==> src/rtl/div_unit_pkg.sv <==
// Shared types and sizing for the multi-cycle integer divider.
// The state codes are fixed so waveform dumps stay readable across revisions.
package div_unit_pkg;

  localparam int DIV_WIDTH = 32;
  localparam int DIV_CNT_W = 6;

  typedef enum logic [1:0] {
    DIV_FREE   = 2'b00,
    DIV_BYZERO = 2'b01,
    DIV_ON     = 2'b10,
    DIV_END    = 2'b11
  } div_state_t;

endpackage

==> src/rtl/div_unit_if.sv <==
// Request/result bundle between the EX stage (master) and the divider (slave).
interface div_unit_if
  import div_unit_pkg::*;
#(
  parameter int WIDTH = DIV_WIDTH
) ();

  logic               signed_div;
  logic [WIDTH-1:0]   opdata1;
  logic [WIDTH-1:0]   opdata2;
  logic               start;
  logic               annul;
  logic [2*WIDTH-1:0] result;
  logic               ready;

  modport master (
    output signed_div, opdata1, opdata2, start, annul,
    input  result, ready
  );

  modport slave (
    input  signed_div, opdata1, opdata2, start, annul,
    output result, ready
  );

endinterface

==> src/rtl/div_unit.sv <==
// Radix-2 restoring divider, one quotient bit per cycle, {remainder, quotient} result.
// Signed division works on magnitudes and fixes the signs once all bits are produced.
module div_unit
  import div_unit_pkg::*;
#(
  parameter int WIDTH = DIV_WIDTH,
  parameter int CNT_W = DIV_CNT_W
) (
  input logic       clk,
  input logic       rst,
  div_unit_if.slave bus
);

  div_state_t         state, state_nxt;
  logic [CNT_W-1:0]   cnt, cnt_nxt;
  logic [WIDTH-1:0]   rem, rem_nxt;
  logic [WIDTH-1:0]   quo, quo_nxt;
  logic [WIDTH-1:0]   divisor, divisor_nxt;
  logic               neg_q, neg_q_nxt;
  logic               neg_r, neg_r_nxt;
  logic [2*WIDTH-1:0] result, result_nxt;
  logic               ready, ready_nxt;

  logic [WIDTH:0]     partial;
  logic               no_borrow;
  logic [WIDTH-1:0]   diff;
  logic [WIDTH-1:0]   q_fixed, r_fixed;
  logic [WIDTH-1:0]   mag1, mag2;

  assign bus.result = result;
  assign bus.ready  = ready;

  // quo doubles as the dividend shifter: its MSB feeds the partial remainder
  // while quotient bits enter at the LSB.
  always_comb begin
    partial   = {rem, quo[WIDTH-1]};
    no_borrow = (partial >= {1'b0, divisor});
    diff      = partial[WIDTH-1:0] - divisor;
    q_fixed   = neg_q ? -quo : quo;
    r_fixed   = neg_r ? -rem : rem;
    mag1      = (bus.signed_div && bus.opdata1[WIDTH-1]) ? -bus.opdata1 : bus.opdata1;
    mag2      = (bus.signed_div && bus.opdata2[WIDTH-1]) ? -bus.opdata2 : bus.opdata2;
  end

  always_comb begin
    state_nxt   = state;
    cnt_nxt     = cnt;
    rem_nxt     = rem;
    quo_nxt     = quo;
    divisor_nxt = divisor;
    neg_q_nxt   = neg_q;
    neg_r_nxt   = neg_r;
    result_nxt  = result;
    ready_nxt   = ready;

    case (state)
      DIV_FREE: begin
        ready_nxt  = 1'b0;
        result_nxt = '0;
        if (bus.start && !bus.annul) begin
          if (bus.opdata2 == '0) begin
            state_nxt = DIV_BYZERO;
          end else begin
            state_nxt   = DIV_ON;
            cnt_nxt     = '0;
            rem_nxt     = '0;
            quo_nxt     = mag1;
            divisor_nxt = mag2;
            neg_q_nxt   = bus.signed_div && (bus.opdata1[WIDTH-1] ^ bus.opdata2[WIDTH-1]);
            neg_r_nxt   = bus.signed_div && bus.opdata1[WIDTH-1];
          end
        end
      end

      // ready follows one cycle later from END so a zero divisor reports two edges after start
      DIV_BYZERO: begin
        ready_nxt  = 1'b0;
        result_nxt = '0;
        state_nxt  = bus.annul ? DIV_FREE : DIV_END;
      end

      DIV_ON: begin
        if (bus.annul) begin
          state_nxt  = DIV_FREE;
          ready_nxt  = 1'b0;
          result_nxt = '0;
        end else if (cnt == CNT_W'(WIDTH)) begin
          state_nxt  = DIV_END;
          ready_nxt  = 1'b1;
          result_nxt = {r_fixed, q_fixed};
        end else begin
          rem_nxt = no_borrow ? diff : partial[WIDTH-1:0];
          quo_nxt = {quo[WIDTH-2:0], no_borrow};
          cnt_nxt = cnt + CNT_W'(1);
        end
      end

      DIV_END: begin
        if (bus.start) begin
          ready_nxt = 1'b1;
        end else begin
          state_nxt  = DIV_FREE;
          ready_nxt  = 1'b0;
          result_nxt = '0;
        end
      end

      default: begin
        state_nxt  = DIV_FREE;
        ready_nxt  = 1'b0;
        result_nxt = '0;
      end
    endcase
  end

  always_ff @(posedge clk) begin
    if (!rst) begin
      state   <= DIV_FREE;
      cnt     <= '0;
      rem     <= '0;
      quo     <= '0;
      divisor <= '0;
      neg_q   <= 1'b0;
      neg_r   <= 1'b0;
      result  <= '0;
      ready   <= 1'b0;
    end else begin
      state   <= state_nxt;
      cnt     <= cnt_nxt;
      rem     <= rem_nxt;
      quo     <= quo_nxt;
      divisor <= divisor_nxt;
      neg_q   <= neg_q_nxt;
      neg_r   <= neg_r_nxt;
      result  <= result_nxt;
      ready   <= ready_nxt;
    end
  end

endmodule

==> src/flat_wrapper.sv <==
// flat-port wrapper written by rule: the top's interface ports become plain ports
module div_unit_flat import div_unit_pkg::*;
#(
  parameter int WIDTH = DIV_WIDTH,
  parameter int CNT_W = DIV_CNT_W
)
  (clk, rst, bus_signed_div, bus_opdata1, bus_opdata2, bus_start, bus_annul, bus_result, bus_ready);
  div_unit_if #(.WIDTH(WIDTH)) bus_i ();
  input logic clk;
  input logic rst;
  input wire logic [$bits(bus_i.signed_div)-1:0] bus_signed_div;
  input wire logic [$bits(bus_i.opdata1)-1:0] bus_opdata1;
  input wire logic [$bits(bus_i.opdata2)-1:0] bus_opdata2;
  input wire logic [$bits(bus_i.start)-1:0] bus_start;
  input wire logic [$bits(bus_i.annul)-1:0] bus_annul;
  output wire logic [$bits(bus_i.result)-1:0] bus_result;
  output wire logic [$bits(bus_i.ready)-1:0] bus_ready;
  assign bus_i.signed_div = bus_signed_div;
  assign bus_i.opdata1 = bus_opdata1;
  assign bus_i.opdata2 = bus_opdata2;
  assign bus_i.start = bus_start;
  assign bus_i.annul = bus_annul;
  assign bus_result = bus_i.result;
  assign bus_ready = bus_i.ready;
  div_unit #(.WIDTH(WIDTH), .CNT_W(CNT_W)) u_core (.clk(clk), .rst(rst), .bus(bus_i));
endmodule
==> config.mk <==
export PLATFORM = sky130hd
export DESIGN_NAME = div_unit_flat
export DESIGN_NICKNAME = d
export VERILOG_FILES = /design/src/rtl/div_unit_pkg.sv /design/src/rtl/div_unit_if.sv /design/src/rtl/div_unit.sv /design/src/flat_wrapper.sv
export SDC_FILE = /design/constraint.sdc
export NUM_CORES = 1
export LEC_CHECK = 0
export BUFFER_PORTS_ARGS = -buffer_cell sky130_fd_sc_hd__buf_2
export CAP_MARGIN = 20
export CORE_UTILIZATION = 30
export CTS_CLUSTER_SIZE = 14
export DETAILED_ROUTE_END_ITERATION = 6
export HOLD_SLACK_MARGIN = 0.08
export PLACE_DENSITY = 0.47
export SYNTH_ARGS = -nofsm -noshare
export SYNTH_HDL_FRONTEND = slang
export SYNTH_SLANG_ARGS = --single-unit
==> constraint.sdc <==
create_clock -name clk -period 3.46 [get_ports clk]
set_input_delay 0.692 -clock clk [delete_from_list [all_inputs] [get_ports clk]]
set_output_delay 0.692 -clock clk [all_outputs]
set_load 0.1 [all_outputs]
## After elaboration in Yosys (flattened, before gate mapping)

Cells that the tools add are included.

| cells by class | value |
|---|---|
| add/sub/neg operators | 6 |
| order comparisons | 1 |
| equal/unequal tests | 10 |
| multiplexer cells | 35 |
| bitwise gates (word level) | 2 |
| reductions and logical operators | 13 |

Operators with widths:

| cell | number |
|---|---|
| 32-bit two-way mux | 13 |
| 64-bit two-way mux | 3 |
| 64-bit one-hot mux with 3 select lines | 1 |
| 32-bit negation | 4 |
| 32-bit one-hot mux with 2 select lines | 2 |
| 33-bit by 32-bit greater-or-equal comparator with 1-bit output | 1 |
| 32-bit logical NOT | 1 |
| 32-bit subtractor | 1 |
| 6-bit two-way mux | 4 |
| 2-bit two-way mux | 6 |
| 6-bit one-hot mux with 2 select lines | 1 |
| 2-bit inequality test, second input constant | 4 |
| 2-bit one-hot mux with 4 select lines | 1 |
| 6-bit by 1-bit adder with 6-bit output, second input constant | 1 |
| 6-bit == test, second input constant | 1 |
| 3-bit AND reduction | 2 |
| 5-bit AND reduction | 1 |
| 2-bit == test, second input constant | 2 |
| 1-bit logical AND | 4 |
| 1-bit two-way mux | 3 |
| 3-bit by 2-bit inequality test with 1-bit output, second input constant | 1 |
| 1-bit one-hot mux with 3 select lines | 1 |
| 2-bit by 1-bit == test with 1-bit output, second input constant | 1 |
| 2-bit logical NOT | 1 |
| other kinds (7) | 7 |

| storage, ports and cells | value |
|---|---|
| bits in registers | 171 |
| output and inout port bits | 65 |
| word-level logic and storage cells | 76 |

## Depth between registers and ports, before layout

| logic depth | value |
|---|---|
| word-level depth | 5 |
| gate-level depth with buffers | 14 |

## Least setup slack after synthesis

OpenSTA, ideal clock, no wires.

| timing path | value |
|---|---|
| kind | input to register |
| start point | input bus_opdata2[0] |
| end point | register u_core.rem[22] |
| arrival | 2.778 ns |
| data required time | 3.335 ns |
| path slack | 0.558 ns |
| stages on the path | 14 |
| path buffers | 3 |
| cell sequence | inv_1 > ha_1 > nor2b_1 > and4b_1 > and4b_1 > nand2_1 > nand2_1 > a211o_1 > buf_2 > and2_1 > buf_2 > buf_2 > a32oi_1 > o31ai_1 |

| on the way | value |
|---|---|
| word-level cells in the longest chain between the ends | 3 |

RTL lines:

| element | RTL line | text |
|---|---|---|
| start, declared | flat_wrapper.sv:13 | `input wire logic [$bits(bus_i.opdata2)-1:0] bus_opdata2;` |
| 32-bit logical NOT | div_unit.sv:61 | `if (bus.opdata2 == '0) begin` |
| 2-bit inequality test (no line) | n/a |  |
| 5-bit AND reduction (no line) | n/a |  |
| end signal, assigned | div_unit.sv:130 | `rem <= rem_nxt;` |
| end, declared | div_unit.sv:16 | `logic [WIDTH-1:0] rem, rem_nxt;` |

Every way passes these cells.
A chain may end at the register's enable or synchronous reset.

## Worst setup path after layout

| timing path | value |
|---|---|
| start point | register u_core.divisor[2] |
| end point | register u_core.rem[28] |

| on the way | value |
|---|---|
| word-level cells in the longest chain between the ends | 5 |
| elaborated cells on any way between the ends | 6 |
| those cells by class | add/sub (1); order compare (1); mux (4) |

RTL lines:

| element | RTL line | text |
|---|---|---|
| start, declared | div_unit.sv:18 | `logic [WIDTH-1:0] divisor, divisor_nxt;` |
| start signal, assigned | div_unit.sv:132 | `divisor <= divisor_nxt;` |
| 32-bit subtractor / 33-bit by 32-bit greater-or-equal comparator with 1-bit output (equally long branches) | div_unit.sv:38, div_unit.sv:37 |  |
| 32-bit two-way mux (*) | div_unit.sv:92 | `rem_nxt = no_borrow ? diff : partial[WIDTH-1:0];` |
| 32-bit two-way mux (*) | div_unit.sv:87 | `end else if (cnt == CNT_W'(WIDTH)) begin` |
| 32-bit two-way mux (*) | div_unit.sv:83 | `if (bus.annul) begin` |
| 32-bit one-hot mux with 2 select lines (*) | div_unit.sv:56 | `case (state)` |

Every way passes the cells marked *; elsewhere a longest branch is shown, timed or not. The select of a mux whose other input is x is not followed.

==> impl_metrics.yaml <==
status:
  status: "finished, final reports clean"
synthesis:
  synthMuxAreaShare_pct: 2.417
  async_flop_share_pct: 0
  ys_types: 69
  yosys-top-cells-count: "nand2_1, dfxtp_1, xnor2_1"
  yosysMostFrequentCell: "nand2_1"
  syn_area_um2: 11180
  synth_warnings: 0
  synth_compound_area_share_pct: 21.74
  synthTopCellsByArea: "dfxtp_1, nand2_1, xnor2_1, ha_1, xor2_1"
  syn-num-nets: 1581
  ys_seq_area_share_pct: 30.61
  synth_top_cell_by_area: "dfxtp_1"
  synth-seq-cells: 171
  yosysTopAreaCellShare_pct: 30.61
  synth_edf_count: 0
  ys.flop_type: "dfxtp_1"
  synth_xor_area_share_pct: 11.83
  yosys.area_share.adder_pct: 4.879
  synth-simple-area-share_pct: 23.49
  synth_top_family_by_area: "simple AND/OR/NAND/NOR gates"
  synthCells: 1469
  syn_avg_cell_area_um2: 7.612
route:
  avgRoutedWirePerCell_um: 16.84
  first_iter_violations: 544
  firstDrtPassIters: 5
  ant_nets: 0
  vias: 10446
  viasPerCell: 5.010
  drt_wl_total_mm: 35.11
  drc: 0
timing:
  fin_ws_ps: 263.3
  min_period_ps: 3197
  final-setup-viol-count: 0
  hold_viol: 0
  timing.final.crit_share_pct: 92.39
  skew_ps: 15.85
  timing.fmax_ghz: 0.3128
  final.setup.tns_ps: 0
  slew-limit-headroom_pct: 42.66
  rsz0062_at_grt: "false"
  maxSlewViolCount: 0
  worst_slew_pin_slew_ps: 858.9
die:
  die_w_um: 195.1
  core_um2: 36610
  die_h_um: 195.1
  start_util_pct: 30.54
  die_area_um2: 38050
  ios: 134
  rows: 70
place:
  dp_hpwl_mm: 27.19
  post-place-ws_ps: 207.3
  portBuffers: 133
  gp_congestion: 0.8744
setup_path:
  cp_max_fo: 24
  cp-startpoint: "u_core.divisor[2]"
  required_ps: 3780
  cp-start-kind: "register"
  end_kind: "register"
  r2r-start: "u_core.divisor[2]"
  worst-setup-path-type: "reg2reg"
  arrival_ps: 3520
layout:
  fill_cells: 3986
  areaGrowthSynthToFinish_pct: 18.95
  seqCellArea_um2: 3423
  nNetsFinal: 1716
  multi_input_area_um2: 7216
  diodes: 0
  drive_gt1_share_pct: 15.40
global_route:
  top_usage_layer: "met2"
  met1_usage_pct: 26.17
  use_met3_pct: 2.763
  grt_max_degree: 66
  antenna_found_initial: 0
  met2_usage_pct: 29.18
  grt_pass1_vias: 9891
  grt_usage_pct: 18.53
  grt.overflow.total: 0
  grt_first_pass_wirelength_mm: 55.70
cts:
  cts.repair.resized: 0
  ctsHtreeMaxLevel: 4
  clkTransAtPathRegs_ps: 70
  root_buffer: "clkbuf_16"
  clockBufferDepth: 2
  postCtsHoldBufs: 0
  numClockSinks: 171
  post_cts_buffers: 0
  cts_buffers: 17
  clkLatencyLatePin_ps: 450
  cts_tree: "yes"
power_and_ir_drop:
  switching_share_pct: 41.07
  power.leakage_uw: 0.005632
  ir_worst_vdd_uv: 362.2
  p_per_area_nw_per_um2: 574.3
  seqPwrFrac_pct: 31.0
  switchingPower_uw: 3137
  internal_power_uw: 4502
  pwr-share-clk_pct: 26.1
  power.share.combinational_pct: 42.9
flow_run:
  max_cap_viol_count: 0
worst_hold_path:
  hp-class: "reg2reg"
  worstHoldStart: "u_core.bus.result[23]"
==> stage by stage <==
stage / utilization (%) / instances / hold WS (ps) / total power (µW) / area [µm²]
4_1_cts: 36.33 / 2085 / 450.6 / 7710 / 13300
3_3_place_gp: 34.71 / 2053 / 434.4 / 5681 / 12710
2_1_floorplan: - / 1469 / 441.0 / 4698 / 11180
3_5_place_dp: 34.71 / 2053 / 439.9 / 5686 / 12710
5_1_grt: 36.33 / 2085 / 465.8 / 8154 / 13300
6_report: 36.33 / 2085 / 445.1 / 7639 / 13300
==> worst max-delay path: stages (launching register included) <==
cell and delay, ps:
dfxtp_1 310, inv_1 60, ha_1 380, a21oi_1 220, a211oi_1 180, nor4b_1 440, o21ai_1 100, buf_4 160
o22a_1 240, nor3_1 380, nor2_4 110, buf_12 180, a32oi_1 200, o211ai_1 110
==> path summary, 6_finish.rpt <==
check,endpoint,slack (ps),cells after the start
setup / recovery,u_core.rem[28],260,13
setup reg to reg,u_core.rem[28],260,13
hold reg to reg,u_core.bus.result[23],450,2
hold / removal,u_core.bus.result[23],450,2
==> power groups by stage <==
stage                     Sequential (µW)  Clock [µW]  Combinational, µW
final                                2370        1990               3280
after global routing                 2390        2130               3630
after CTS                            2360        2050               3290
after detailed placement             2410           0               3270
after global placement               2410           0               3270
after floorplan                      2440           0               2260
==> per-layer routing <==
layer	vias to the layer above	routed length (µm)
met3	26	968
met2	192	15700
li1	5383	-
met1	4845	17860
met4	0	578
met5	-	0
==> layout by cell type (no fill, tap or decap), drive strengths merged, types with 28 or more instances in the layout <==
master  count
nand2     271
buf       200
dfxtp     171
o21ai     128
xnor2      95
a21oi      94
inv        64
nor2       60
xor2       56
nor2b      45
ha         42
a21boi     34
nor3       29
a22oi      28
==> state kept, by name (all words and copies together), names as in the netlist <==
register / flops
u_core.divisor: 32
u_core.neg_q: 1
u_core.neg_r: 1
u_core.bus.result: 64
u_core.cnt: 6
u_core.quo: 32
u_core.state: 2
u_core.rem: 32
u_core.bus.ready: 1
==> cell families (layout without fill, tap and decap cells) <==
kind of cell / Yosys count / count (layout)
xor+xnor: 151 / 151
flops: 171 / 171
mux: 27 / 27
fa+ha+maj: 43 / 43
simple gates: 545 / 545
buf+inv: 144 / 292
compound gates: 388 / 388
==> final cells by class <==
cell class,instances,share of cell area [%]
Sequential cell,171,25.74
Multi-Input combinational cell,1154,54.25
Timing Repair Buffer,200,9.444
Clock buffer,19,3.255
Clock inverter,13,1.223
Inverter,60,1.693
Tap cell,468,4.402
Note: power is estimated with default switching activity, not from simulation.
